## src/rtl/div_pkg.sv

```systemverilog
// Shared types and constants for the iterative divider and its consumers.
package div_pkg;
  typedef enum logic [1:0] {IDLE, PREP, ITER, FIX} div_state_e;

  localparam int DIV_WIDTH    = 32;
  localparam int DIV_ITERS    = 32;
  // Edges from start acceptance to the edge that raises done.
  localparam int DIV_LAT      = 34;
  localparam int DIV_ZERO_LAT = 1;
endpackage

```

## src/rtl/div_step.sv

```systemverilog
// One restoring-division step: shift {rem,quo} left, trial-subtract divisor.
module div_step
  import div_pkg::*;
#(
  parameter int WIDTH = DIV_WIDTH
) (
  input  logic [WIDTH-1:0] rem_i,
  input  logic [WIDTH-1:0] quo_i,
  input  logic [WIDTH-1:0] dvs_i,
  output logic [WIDTH-1:0] rem_o,
  output logic [WIDTH-1:0] quo_o
);
  logic [WIDTH:0] shifted;
  logic [WIDTH:0] diff;

  // rem < dvs always, so the shifted value fits WIDTH+1 bits and diff's MSB is the borrow.
  assign shifted = {rem_i, quo_i[WIDTH-1]};
  assign diff    = shifted - {1'b0, dvs_i};

  always_comb begin
    if (!diff[WIDTH]) begin
      rem_o = diff[WIDTH-1:0];
      quo_o = {quo_i[WIDTH-2:0], 1'b1};
    end else begin
      rem_o = shifted[WIDTH-1:0];
      quo_o = {quo_i[WIDTH-2:0], 1'b0};
    end
  end
endmodule

```

## src/rtl/div_unit.sv

```systemverilog
// Iterative signed 32-bit divider with start/done handshake and divide-by-zero pulse.
// Optional macro DIV_UNSIGNED_EN adds is_unsigned for DIVU semantics.
module div_unit
  import div_pkg::*;
#(
  parameter int WIDTH = DIV_WIDTH,
  parameter int CNT_W = 6
) (
  input  logic             clk,
  input  logic             reset,
  input  logic             start,
  input  logic [WIDTH-1:0] a,
  input  logic [WIDTH-1:0] b,
`ifdef DIV_UNSIGNED_EN
  input  logic             is_unsigned,
`endif
  output logic             busy,
  output logic             done,
  output logic             div_zero,
  output logic [WIDTH-1:0] hi_out,
  output logic [WIDTH-1:0] lo_out
);
  localparam logic [CNT_W-1:0] LAST_STEP = CNT_W'(WIDTH - 1);

  div_state_e       state_q, state_d;
  logic [WIDTH-1:0] a_q, a_d, b_q, b_d;
  logic [WIDTH-1:0] rem_q, rem_d, quo_q, quo_d, dvs_q, dvs_d;
  logic [WIDTH-1:0] hi_q, hi_d, lo_q, lo_d;
  logic [CNT_W-1:0] cnt_q, cnt_d;
  logic             sgn_q_q, sgn_q_d, sgn_r_q, sgn_r_d;
  logic             busy_q, busy_d, done_q, done_d, dz_q, dz_d;
  logic             signed_mode;
  logic [WIDTH-1:0] step_rem, step_quo;

`ifdef DIV_UNSIGNED_EN
  logic uns_q, uns_d;
  assign signed_mode = !uns_q;
`else
  assign signed_mode = 1'b1;
`endif

  div_step #(.WIDTH(WIDTH)) u_step (
    .rem_i (rem_q),
    .quo_i (quo_q),
    .dvs_i (dvs_q),
    .rem_o (step_rem),
    .quo_o (step_quo)
  );

  always_comb begin
    state_d = state_q;
    a_d     = a_q;
    b_d     = b_q;
    rem_d   = rem_q;
    quo_d   = quo_q;
    dvs_d   = dvs_q;
    hi_d    = hi_q;
    lo_d    = lo_q;
    cnt_d   = cnt_q;
    sgn_q_d = sgn_q_q;
    sgn_r_d = sgn_r_q;
    busy_d  = busy_q;
    done_d  = 1'b0;
    dz_d    = 1'b0;
`ifdef DIV_UNSIGNED_EN
    uns_d   = uns_q;
`endif
    case (state_q)
      IDLE: begin
        if (start) begin
          a_d     = a;
          b_d     = b;
`ifdef DIV_UNSIGNED_EN
          uns_d   = is_unsigned;
`endif
          busy_d  = 1'b1;
          state_d = PREP;
        end
      end
      PREP: begin
        if (b_q == '0) begin
          done_d  = 1'b1;
          dz_d    = 1'b1;
          busy_d  = 1'b0;
          state_d = IDLE;
        end else begin
          // Magnitudes are unsigned WIDTH-bit, so |most-negative| is exact.
          quo_d   = (signed_mode && a_q[WIDTH-1]) ? -a_q : a_q;
          dvs_d   = (signed_mode && b_q[WIDTH-1]) ? -b_q : b_q;
          sgn_q_d = signed_mode && (a_q[WIDTH-1] ^ b_q[WIDTH-1]);
          sgn_r_d = signed_mode && a_q[WIDTH-1];
          rem_d   = '0;
          cnt_d   = '0;
          state_d = ITER;
        end
      end
      ITER: begin
        rem_d = step_rem;
        quo_d = step_quo;
        cnt_d = cnt_q + 1'b1;
        if (cnt_q == LAST_STEP) state_d = FIX;
      end
      FIX: begin
        lo_d    = sgn_q_q ? -quo_q : quo_q;
        hi_d    = sgn_r_q ? -rem_q : rem_q;
        done_d  = 1'b1;
        busy_d  = 1'b0;
        state_d = IDLE;
      end
      default: state_d = IDLE;
    endcase
  end

  always_ff @(posedge clk or posedge reset) begin
    if (reset) begin
      state_q <= IDLE;
      a_q     <= '0;
      b_q     <= '0;
      rem_q   <= '0;
      quo_q   <= '0;
      dvs_q   <= '0;
      hi_q    <= '0;
      lo_q    <= '0;
      cnt_q   <= '0;
      sgn_q_q <= 1'b0;
      sgn_r_q <= 1'b0;
      busy_q  <= 1'b0;
      done_q  <= 1'b0;
      dz_q    <= 1'b0;
`ifdef DIV_UNSIGNED_EN
      uns_q   <= 1'b0;
`endif
    end else begin
      state_q <= state_d;
      a_q     <= a_d;
      b_q     <= b_d;
      rem_q   <= rem_d;
      quo_q   <= quo_d;
      dvs_q   <= dvs_d;
      hi_q    <= hi_d;
      lo_q    <= lo_d;
      cnt_q   <= cnt_d;
      sgn_q_q <= sgn_q_d;
      sgn_r_q <= sgn_r_d;
      busy_q  <= busy_d;
      done_q  <= done_d;
      dz_q    <= dz_d;
`ifdef DIV_UNSIGNED_EN
      uns_q   <= uns_d;
`endif
    end
  end

  assign busy     = busy_q;
  assign done     = done_q;
  assign div_zero = dz_q;
  assign hi_out   = hi_q;
  assign lo_out   = lo_q;
endmodule

```

## config.mk

```make
export PLATFORM = sky130hd
export DESIGN_NAME = div_unit
export DESIGN_NICKNAME = d
export VERILOG_FILES = /design/src/rtl/div_pkg.sv /design/src/rtl/div_step.sv /design/src/rtl/div_unit.sv
export SDC_FILE = /design/constraint.sdc
export NUM_CORES = 1
export LEC_CHECK = 0
export ABC_AREA = 1
export CORE_MARGIN = 1
export CORE_UTILIZATION = 54
export DETAILED_ROUTE_END_ITERATION = 7
export HOLD_SLACK_MARGIN = 0.12
export PLACE_DENSITY = 0.78
export SYNTH_ARGS = -nofsm -noshare
export SYNTH_HDL_FRONTEND = slang
export SYNTH_SLANG_ARGS = --single-unit
export TNS_END_PERCENT = 100
```

## constraint.sdc

```tcl
create_clock -name clk -period 7.9 [get_ports clk]
set_input_delay 1.58 -clock clk [delete_from_list [all_inputs] [get_ports clk]]
set_output_delay 1.58 -clock clk [all_outputs]
set_load 0.005 [all_outputs]
```

### Word level (Yosys, flattened, before mapping)

Cells that the tools add are included.
W data, S select, Z words.

* add/sub/neg operators: 6
* equal/unequal tests: 8
* multiplexer cells: 22
* bitwise logic cells: 2
* reductions and logical operators: 9

Operators with widths (number)
* $mux W32: 7
* $neg A32 Y32: 4
* $pmux W32 S2: 2
* $sub A33 B32 Y33: 1
* $logic_not A32 Y1: 1
* $pmux W6 S2: 1
* $ne A2 B2 Y1 const B: 4
* $pmux W2 S4: 1
* $reduce_and A2 Y1: 4
* $add A6 B1 Y6 const B: 1
* $eq A6 B5 Y1 const B: 1
* $mux W2: 3
* $mux W6: 1
* $mux W1: 5
* $eq A2 B2 Y1 const B: 2
* $pmux W1 S3: 1
* $reduce_and A3 Y1: 1
* $reduce_bool A3 Y1: 1
* $eq A2 B1 Y1 const B: 1
* $logic_not A2 Y1: 1
* $pmux W1 S2: 1
* $reduce_bool A2 Y1: 1
* $not A1 Y1: 1
* $xor A1 B1 Y1: 1

* register bits after elaboration: 237
* bits of input ports: 67
* output and inout bits: 67

### Logic depth before layout (Yosys ltp)

Gate-level depths: netlist of the first run.

* depth in word-level cells: 4
* mapped depth: 18

### Cells and area by module

Synthesis of the first run repeated with hierarchy kept, for this count alone.

* cell total of the unflattened synthesis: 2491
* area total of the unflattened synthesis: 15992.8 um2

Modules (own cells, without submodules)
* div_unit: instances 1, cells each 1777, area an instance 12597.1 um2
* div_step: instances 1, cells each 714, area an instance 3395.8 um2

### Worst setup path before layout of the first run

OpenSTA, ideal clock, no wires.

* path type: input to register
* start: in start
* end: reg a_q[0]
* arrival: 2518 ps
* required time: 7817 ps
* slack: 5300 ps
* stages: 6
* path through: nand2_1 -> inv_1 -> clkbuf_1 -> clkbuf_1 -> nand2_1 -> o21ai_0

* word-level cells in the longest chain between the ends: 1

RTL lines
* from (decl): RTL line div_unit.sv:11 `input logic start,`
* $reduce_and A2 Y1 (no line)
* to (signal assigned): RTL line div_unit.sv:117 `a_q <= '0;`
* to (signal assigned): RTL line div_unit.sv:135 `a_q <= a_d;`
* to (decl): RTL line div_unit.sv:26 `logic [WIDTH-1:0] a_q, a_d, b_q, b_d;`

No other way between the ends.
A chain may end at the register's enable or synchronous reset.

### Worst setup path after layout of the first run

* start: in start
* end: reg b_q[29]

* word-level cells in the longest chain between the ends: 1

RTL lines
* $reduce_and A2 Y1 (no line)
* to (signal assigned): RTL line div_unit.sv:118 `b_q <= '0;`
* to (signal assigned): RTL line div_unit.sv:136 `b_q <= b_d;`
* to (decl): RTL line div_unit.sv:26

No other way between the ends.

==> results of run 1 <==
## state kept, by name (all words and copies together) (netlist names), 6 cells and up, named ones only
signal and flops:
rem_q 32, a_q 32, cnt_q 6, quo_q 32
lo_out 32, hi_out 32, dvs_q 32, b_q 32
## worst reg2reg max path, cell delays in order (launching register included)
cell                      delay (ns)
sky130_fd_sc_hd__dfrtp_1        0.36
sky130_fd_sc_hd__buf_4          0.23
sky130_fd_sc_hd__nor4_1         0.50
sky130_fd_sc_hd__nand3_1        0.17
sky130_fd_sc_hd__nor2_1         0.29
sky130_fd_sc_hd__nor2_4         0.15
sky130_fd_sc_hd__nor2_4         0.28
sky130_fd_sc_hd__buf_4          0.55
sky130_fd_sc_hd__inv_2          0.10
sky130_fd_sc_hd__nand3_1        0.13
sky130_fd_sc_hd__nand3_1        0.08
## cell usage after synthesis, types with 3 or more instances
master,count,area [sq um]
sky130_fd_sc_hd__nand2_1,792,2973
sky130_fd_sc_hd__inv_1,289,1085
sky130_fd_sc_hd__dfrtp_1,237,5931
sky130_fd_sc_hd__nand3_1,227,1136
sky130_fd_sc_hd__nor2_1,170,638.1
sky130_fd_sc_hd__o21ai_0,129,645.6
sky130_fd_sc_hd__xor2_1,69,604.3
sky130_fd_sc_hd__clkbuf_1,42,157.7
sky130_fd_sc_hd__ha_1,37,462.9
sky130_fd_sc_hd__nand4_1,32,200.2
sky130_fd_sc_hd__nand2_2,27,168.9
sky130_fd_sc_hd__nor3_1,27,135.1
sky130_fd_sc_hd__a21oi_1,25,125.1
sky130_fd_sc_hd__o211ai_1,19,142.6
sky130_fd_sc_hd__o21ai_1,19,95.09
sky130_fd_sc_hd__buf_2,15,75.07
sky130_fd_sc_hd__nand3b_1,15,112.6
sky130_fd_sc_hd__a31oi_1,12,75.07
sky130_fd_sc_hd__nand3_2,11,110.1
sky130_fd_sc_hd__xnor2_1,10,87.58
sky130_fd_sc_hd__inv_2,9,33.78
sky130_fd_sc_hd__nor2_2,8,50.05
sky130_fd_sc_hd__buf_1,7,26.28
sky130_fd_sc_hd__o31ai_1,7,52.55
sky130_fd_sc_hd__or2_2,6,37.54
sky130_fd_sc_hd__nand2_4,5,56.30
sky130_fd_sc_hd__and2_1,4,25.02
sky130_fd_sc_hd__buf_4,4,30.03
sky130_fd_sc_hd__nor4_1,4,25.02
sky130_fd_sc_hd__o21bai_1,4,30.03
sky130_fd_sc_hd__o221ai_1,4,35.03
sky130_fd_sc_hd__buf_6,3,33.78
## stage by stage
stage	total power [W]	worst slack [ns]	hold slack (ns)	area [sq um]	std cells
2_1_floorplan	0.006140	3.214	0.4402	15650	2290
3_3_place_gp	0.007429	4.229	0.4622	17180	2739
3_5_place_dp	0.007568	4.089	0.4652	17180	2739
4_1_cts	0.008872	4.664	0.4813	18070	2783
5_1_grt	0.009737	4.404	0.5050	18070	2783
6_report	0.008911	4.651	0.4780	18070	2783
## logic make-up (layout without fill, tap and decap cells)
group,count (synthesis),in the layout,synth area share [%]
simple gates,1334,1334,36.78
compound gates,229,229,8.255
xor+xnor,79,79,4.424
buf+inv,373,488,9.535
fa+ha+maj,38,38,3.088
flops,237,237,37.92
## worst paths after layout
kind	cells past startpoint	startpoint	endpoint	slack, ns
worst max register to register	10	b_q[31]	quo_q[31]	4.95
worst min-delay path	2	hi_out[25]	hi_out[25]	0.48
max in group asynchronous	3	reset	lo_out[15]	5.12
worst max-delay path	5	start	b_q[29]	4.65
worst min register to register	2	hi_out[25]	hi_out[25]	0.48
min in group asynchronous	2	reset	dvs_q[27]	1.45
## per-layer routing
metal | global-route usage (%) | part of all wire, %
met1 | 45.23 | 50
met2 | 42.81 | 42
met3 | 2.701 | 6.7
met4 | 7.003 | 2.1
met5 | 0 | 0
## area by class of cell
| class | count | share of cell area, % |
|---|---|---|
| multi-input combinational | 1680 | 45.57 |
| sequential | 237 | 32.82 |
| timing repair buffer | 144 | 7.825 |
| inverter | 300 | 6.267 |
| clock buffer | 34 | 3.926 |
| tap | 378 | 2.618 |
| clock inverter | 10 | 0.9695 |
## power groups by stage
stage | clock network, W | registers, W | logic [W]
floorplan | 0 | 0.00218 | 0.00396
global placement | 0 | 0.00238 | 0.00505
detailed placement | 0 | 0.00240 | 0.00517
CTS | 0.00128 | 0.00238 | 0.00521
global route | 0.00132 | 0.00247 | 0.00594
finish | 0.00126 | 0.00241 | 0.00524
==> results.md, run 1 <==
Route:
- The iteration count of the initial detailed-routing pass is 7.
- After detailed routing, the number of remaining DRC violations is 0.
- The final layout contains routed wiring with a total length of roughly 42 mm.
- The number of antenna-violating nets in the routed design is 0.
- Dividing the detail-routed wire length by the instance count gives roughly 15 microns.
- The per-cell via count in the routed design is 5.344.
- The DRC marker count from the first detailed-route iteration is 1,182.
- The routed layout has 14,871 vias.

Pwr:
- The relative contribution of sequential cells to total power is a little over a quarter.
- The clock network burns 14.2% of the power.
- The net load switching power is 0.004465 W.
- For this design the static power due to leakage is approximately 9 nW.
- The switching share of total power is approximately 50%.
- The ratio of total power to cell area is slightly below 500 nW/um^2.
- The combinational cell fraction of total power is 58.8%.
- Internal power comes to 0.004446 W.
- The maximum VDD drop is 0.0002116 V.

Floorplan:
- approximately 130 I/O pins were placed.
- The die is 172.2 microns wide.
- After floorplanning, the core was divided into 61 placement rows.
- The floorplan step defined a core boundary enclosing ~28,000 sq um.
- The die is 172.2 microns tall.
- The overall die area is 29,650 sq um.
- The effective utilization at floorplan is 55.54%.

Global routing:
- The number of antenna violations at the first check in global routing is 0.
- The first global-routing pass estimated 68.49 mm of wire.
- The total global routing track utilization is 29.00%.
- Entering global routing, the biggest net connects 93 pins.
- The via count of the first global-routing pass is 13,522.
- The total congestion overflow is 0.

Setup path:
- The worst setup path is captured at a register.
- The critical path buffer and inverter count is 3.
- For this run, the slowest stage of the critical path takes 0.66 ns.
- The signal on the critical path passes through clkdlybuf4s50_1 > nand2_1 > inv_2 > buf_4 > o21ai_0.
- The dominant delay contributor by cell family on the critical path is buffers and inverters.
- At the worst endpoint, the required time is 8.29 ns.
- The worst setup path is of the in2reg kind.
- Of all nets on the critical path, the largest fanout is 92.
- The slowest stage of the critical path is the sky130_fd_sc_hd__buf_4 cell.
- The worst setup path is launched from an input pin.
- Data arrives at the worst endpoint at 3.64 ns.

Yosys:
- The sequential area share after synthesis is 37.92%.
- The cell count after synthesis came out at 2,290.
- The mean area per synthesized cell is about 6.8 sq um.
- The count of warnings emitted by yosys is 0.
- Counting flops and latches in the post-synthesis netlist gives between 200 and 250.
- Counting flops with an async set or reset pin after synthesis yields a share of 100.0%.
- The count of unique library cells instantiated by Yosys is 48.
- Yosys mapped a number of flops with a built-in enable equal to 0.
- In the synthesized netlist the dominant register cell turns out to be sky130_fd_sc_hd__dfrtp_1.
- In this run the cell area of the synthesized design comes to 15,640 sq um.
- The total nets after synthesis is 2,395.

STA:
- The max-slew violation count is 0.
- The highest achievable clock rate is 0.3078 GHz.
- The setup clock skew after layout is 0.01687 ns.
- Summed over all failing endpoints, the final setup total negative slack is 0 ns.
- The count of final hold-check violations is 0.
- The final critical-path share of the clock period is approximately 41%.
- The transition time at the pin with the least slew margin is 1.052 ns.
- In this run the tightest slew margin relative to its limit is 29.85%.
- The setup-violating endpoint count in the final report is 0.
- Setup repair after global routing left no endpoint under its margin.
- The minimum clock period after layout is 3.249 ns.

Final layout:
- The multi-input logic area is 8234 sq um.
- The net count reported at finish is ~2,500.
- The flip-flop and latch area is 5931 sq um.
- The number of inserted filler cells in the final layout is roughly 2,600.
- The number of antenna diodes is 0.
- The share of cells above drive strength 1 is 5.489%.
- The top cell types in the final layout, fill and taps aside, are 791 x sky130_fd_sc_hd__nand2_1, 287 x sky130_fd_sc_hd__inv_1, 237 x sky130_fd_sc_hd__dfrtp_1, 227 x sky130_fd_sc_hd__nand3_1, 169 x sky130_fd_sc_hd__nor2_1.
- The most common cell after layout, fill and taps aside is sky130_fd_sc_hd__nand2_1.
- The relative area change from synthesis to final layout is 15.52%.
- Cells fill 64.16% of the core in the end.

Clocking:
- The quantity of hold-fixing buffers added after cts is 0.
- In this run the number of H-tree levels came out at 1.
- Gates resized during post-CTS repair numbered 0.
- The number of setup buffers added after CTS is 0.
- The clock passes through at most 3 buffers.
- Buffers inserted during clock tree synthesis total 25.
- The TritonCTS clock tree is yes.
- The master cell of the clock root buffer is sky130_fd_sc_hd__clkbuf_16.
- The register clock-pin slew on the reported worst setup and hold paths is 0.06 ns.
- The total number of clock tree sinks is 237.
- Clock latency on the worst-skew pair, taken at its later pin, is approximately 0.56 ns.

Job:
- Across the run, the number of max-cap violations was 0.

Placed design:
- The number of port buffers is ~130.
- The global placement routability congestion is just over 0.9.
- Once detailed placement completed, the half-perimeter wirelength came to approximately 32 mm.

Outcome:
- The run finished with clean final reports.

Hold path:
- The tightest min-delay check is of the reg2reg type.
(Power assumes the default switching activity.)
==> inputs of run 2 (changes only) <==
==> constraint.sdc (replaced) <==
create_clock -name clk -period 2.7 [get_ports clk]
set_input_delay 0.54 -clock clk [delete_from_list [all_inputs] [get_ports clk]]
set_output_delay 0.54 -clock clk [all_outputs]
set_load 0.005 [all_outputs]
==> results.md, run 2 (synthesis results as in run 1) <==
Setup path:
- The type of the worst setup path is reg2reg.
- The arrival time at the worst endpoint was 2.95 ns (-0.69 ns).
- The required time reported for the critical path endpoint is 3.15 ns (-5.14 ns).
- The maximum fanout count along the critical path was 20 (-78%).
- STA classifies the critical path endpoint as a register.
- STA classifies the critical path startpoint as a register.

Route:
- The number of antenna-violating nets in the routed design is 0 (unchanged).
- The count of unresolved DRC violations after routing is 0 (unchanged).
- The iteration count of the initial detailed-routing pass came to 8 (+1).
- The DRC marker count from the first detailed-route iteration is 1,380 (+17%).
- The total vias in the final route is 14,909 (+0.26%).
- The per-cell via count in the routed design was 5.289 (-1.0%).
- The routed wire length is 43.54 mm (+2.8%).
- The average wire per standard cell is 15.44 microns (+1.5%).

Floorplan:
- The effective utilization at floorplan was 55.54% (unchanged).
- The overall die area was 29,650 sq um (unchanged).
- The number of rows created at floorplan is 61 (unchanged).
- The vertical extent of the die is 172.2 microns (unchanged).
- The I/O pin total is 134 (unchanged).
- The floorplan core area was 28,160 sq um (unchanged).
- The die width is 172.2 microns (unchanged).

Global routing:
- The global routing usage on met2 is 44.20% (+1.4 points).
- The total global routing track utilization came to 30.28% (+1.3 points).
- The met1 usage was 48.02% (+2.8 points).
- The number of antenna violations at the first check in global routing is 0 (unchanged).
- The via count of the first global-routing pass was 13,511 (-0.081%).
- The layer flagged by global routing as most heavily used is met1.
- The largest net degree at the start of global routing came to 115 (+24%).
- The met3 global-route usage is 3.571% (+0.87 points).
- The total congestion overflow is 0 (unchanged).
- The first-pass GRT wire length is 70.86 mm (+3.5%).

Placed design:
- The global placement routability congestion is 0.9702 (+5.2%).
- The HPWL after detailed placement came to 33.90 mm (+4.4%).
- The number of port buffers is 133 (unchanged).
- The total instance count after detailed placement came to 2,768 (+1.1%).

Final layout:
- The non-filler instance count after layout is 2,819 (+1.3%).
- In the layout the commonest cells are 791 x sky130_fd_sc_hd__nand2_1, 286 x sky130_fd_sc_hd__inv_1, 237 x sky130_fd_sc_hd__dfrtp_1, 226 x sky130_fd_sc_hd__nand3_1, 169 x sky130_fd_sc_hd__nor2_1.
- The number of antenna diodes is 0 (unchanged).
- The relative area change from synthesis to final layout is 18.14%.
- The net count reported at finish is 2,528 (+1.4%).
- The library cell used most frequently in the layout, excluding fill and tap cells, is sky130_fd_sc_hd__nand2_1.
- The utilization after layout is 65.61% (+1.5 points).
- The share of cells above drive strength 1 is 6.923% (+1.4 points).

Pwr:
- The ratio of total power to cell area is 1451 nW/um^2 (+190%).
- The maximum VDD drop is 0.0006938 V (+230%).
- The static leakage is 9.378 nW (+2.6%).
- The total power after layout is 0.02682 W (+200%).

STA:
- The minimum clock period after layout is 2.496 ns.
- The max-slew violation count is 0 (unchanged).
- Setup repair after global routing left no endpoint under its margin.
- The worst slew margin relative to its limit came to 57.65% (+28 points).
- The count of final hold-check violations was 0 (unchanged).
- The highest achievable clock rate is 0.4006 GHz.
- The final critical-path share of the clock period is a little over 90%.
- The setup-violating endpoint count in the final report is 0 (unchanged).
- The setup clock skew after layout was 0.02341 ns (+0.006542 ns).
- The transition time at the pin with the least slew margin is 0.6352 ns (-0.4170 ns).

Clocking:
- The number of buffers added by the clock tree synthesis step is 27 (+8.0%).
- The worst-skew pair later-pin latency was 0.56 ns (about the same).
- The number of H-tree levels is 1 (unchanged).
- The register clock-pin slew on the reported worst setup and hold paths is 0.06 ns (about the same).
- The total number of clock tree sinks is 237 (unchanged).
- The quantity of hold-fixing buffers added after cts is 0 (unchanged).
- The master cell of the clock root buffer is sky130_fd_sc_hd__clkbuf_16.
- TritonCTS built the clock tree.
- The number of buffers on the longest clock path is 3 (unchanged).

Outcome:
- The run finished with clean final reports.

Hold path:
- The worst min-delay path category is in2async.

Job:
- The number of max-capacitance violations reported is 0 (unchanged).
==> run 2: cell types whose count changed in the layout (fill, tap and decap cells not counted), sizes merged <==
cell      before  now
clkbuf        34   38
nand2        826  827
bufinv         4    2
clkinv         2    5
clkinvlp       5    1
inv          299  301
buf           11   43
==> run 2: report_power, final <==
part           internal [W]  leakage, nW  switching [W]
logic               0.00598         5.97         0.0103
registers           0.00523         2.96        0.00165
clock network       0.00220        0.445        0.00148
total                0.0134         9.38         0.0134
==> run 2: area by class of cell <==
type,instances,area [sq um]
Sequential cell,237,5931
Fill cell,2508,9684
Tap cell,378,473.0
Clock buffer,38,777.0
Multi-Input combinational cell,1681,8259
Timing Repair Buffer,176,1787
Inverter,300,1135
Clock inverter,9,117.6
==> run 2: through the flow <==
step	setup slack, ns	hold slack (ns)	area, sq um	TNS, ns
floorplan	-0.9459	0.4402	15650	-224.17
global placement	0.2552	0.4558	17530	0
detailed placement	0.1714	0.4650	17530	0
CTS	0.1336	0.3130	18420	0
global route	0.007172	0.3394	18480	0
finish	0.2037	0.3220	18480	0
==> run 2: timing repair <==
item,CTS,global route
buffers inserted,0,3
endpoints found under the setup margin,0,24
resized for setup,0,6
==> run 2: final timing paths <==
check | startpoint | end | slack (ns) | depth (start not counted)
max | quo_q[31] | rem_q[6] | 0.20 | 17
max in group asynchronous | reset | lo_out[22] | 1.66 | 4
min in group clk | hi_out[31] | hi_out[31] | 0.48 | 2
min | reset | b_q[29] | 0.32 | 2
max reg2reg | quo_q[31] | rem_q[6] | 0.20 | 17
min reg2reg | hi_out[31] | hi_out[31] | 0.48 | 2
==> run 2: critical path, cell delays in order, from the launching register on <==
cell and delay [ns]:
sky130_fd_sc_hd__dfrtp_1 0.38, sky130_fd_sc_hd__inv_1 0.09, sky130_fd_sc_hd__ha_1 0.24, sky130_fd_sc_hd__fa_1 0.43, sky130_fd_sc_hd__inv_2 0.10, sky130_fd_sc_hd__nand2_1 0.05, sky130_fd_sc_hd__nand2_1 0.07, sky130_fd_sc_hd__nand3_1 0.07
sky130_fd_sc_hd__nand2_2 0.12, sky130_fd_sc_hd__nand2_2 0.08, sky130_fd_sc_hd__nand2_4 0.07, sky130_fd_sc_hd__nand2_4 0.07, sky130_fd_sc_hd__nand2_4 0.11, sky130_fd_sc_hd__nand2_8 0.12, sky130_fd_sc_hd__nand2_4 0.19, sky130_fd_sc_hd__nand2_2 0.08
sky130_fd_sc_hd__nand3_2 0.06, sky130_fd_sc_hd__nand2_1 0.05
==> run 2: layer usage <==
layer | wire length (microns) | up-vias | share of wire, %
met1 | 21510 | 6801 | 49
li1 | - | 7540 | -
met5 | 0 | - | 0
met3 | 3324 | 53 | 7.6
met4 | 527 | 0 | 1.2
met2 | 18170 | 515 | 42
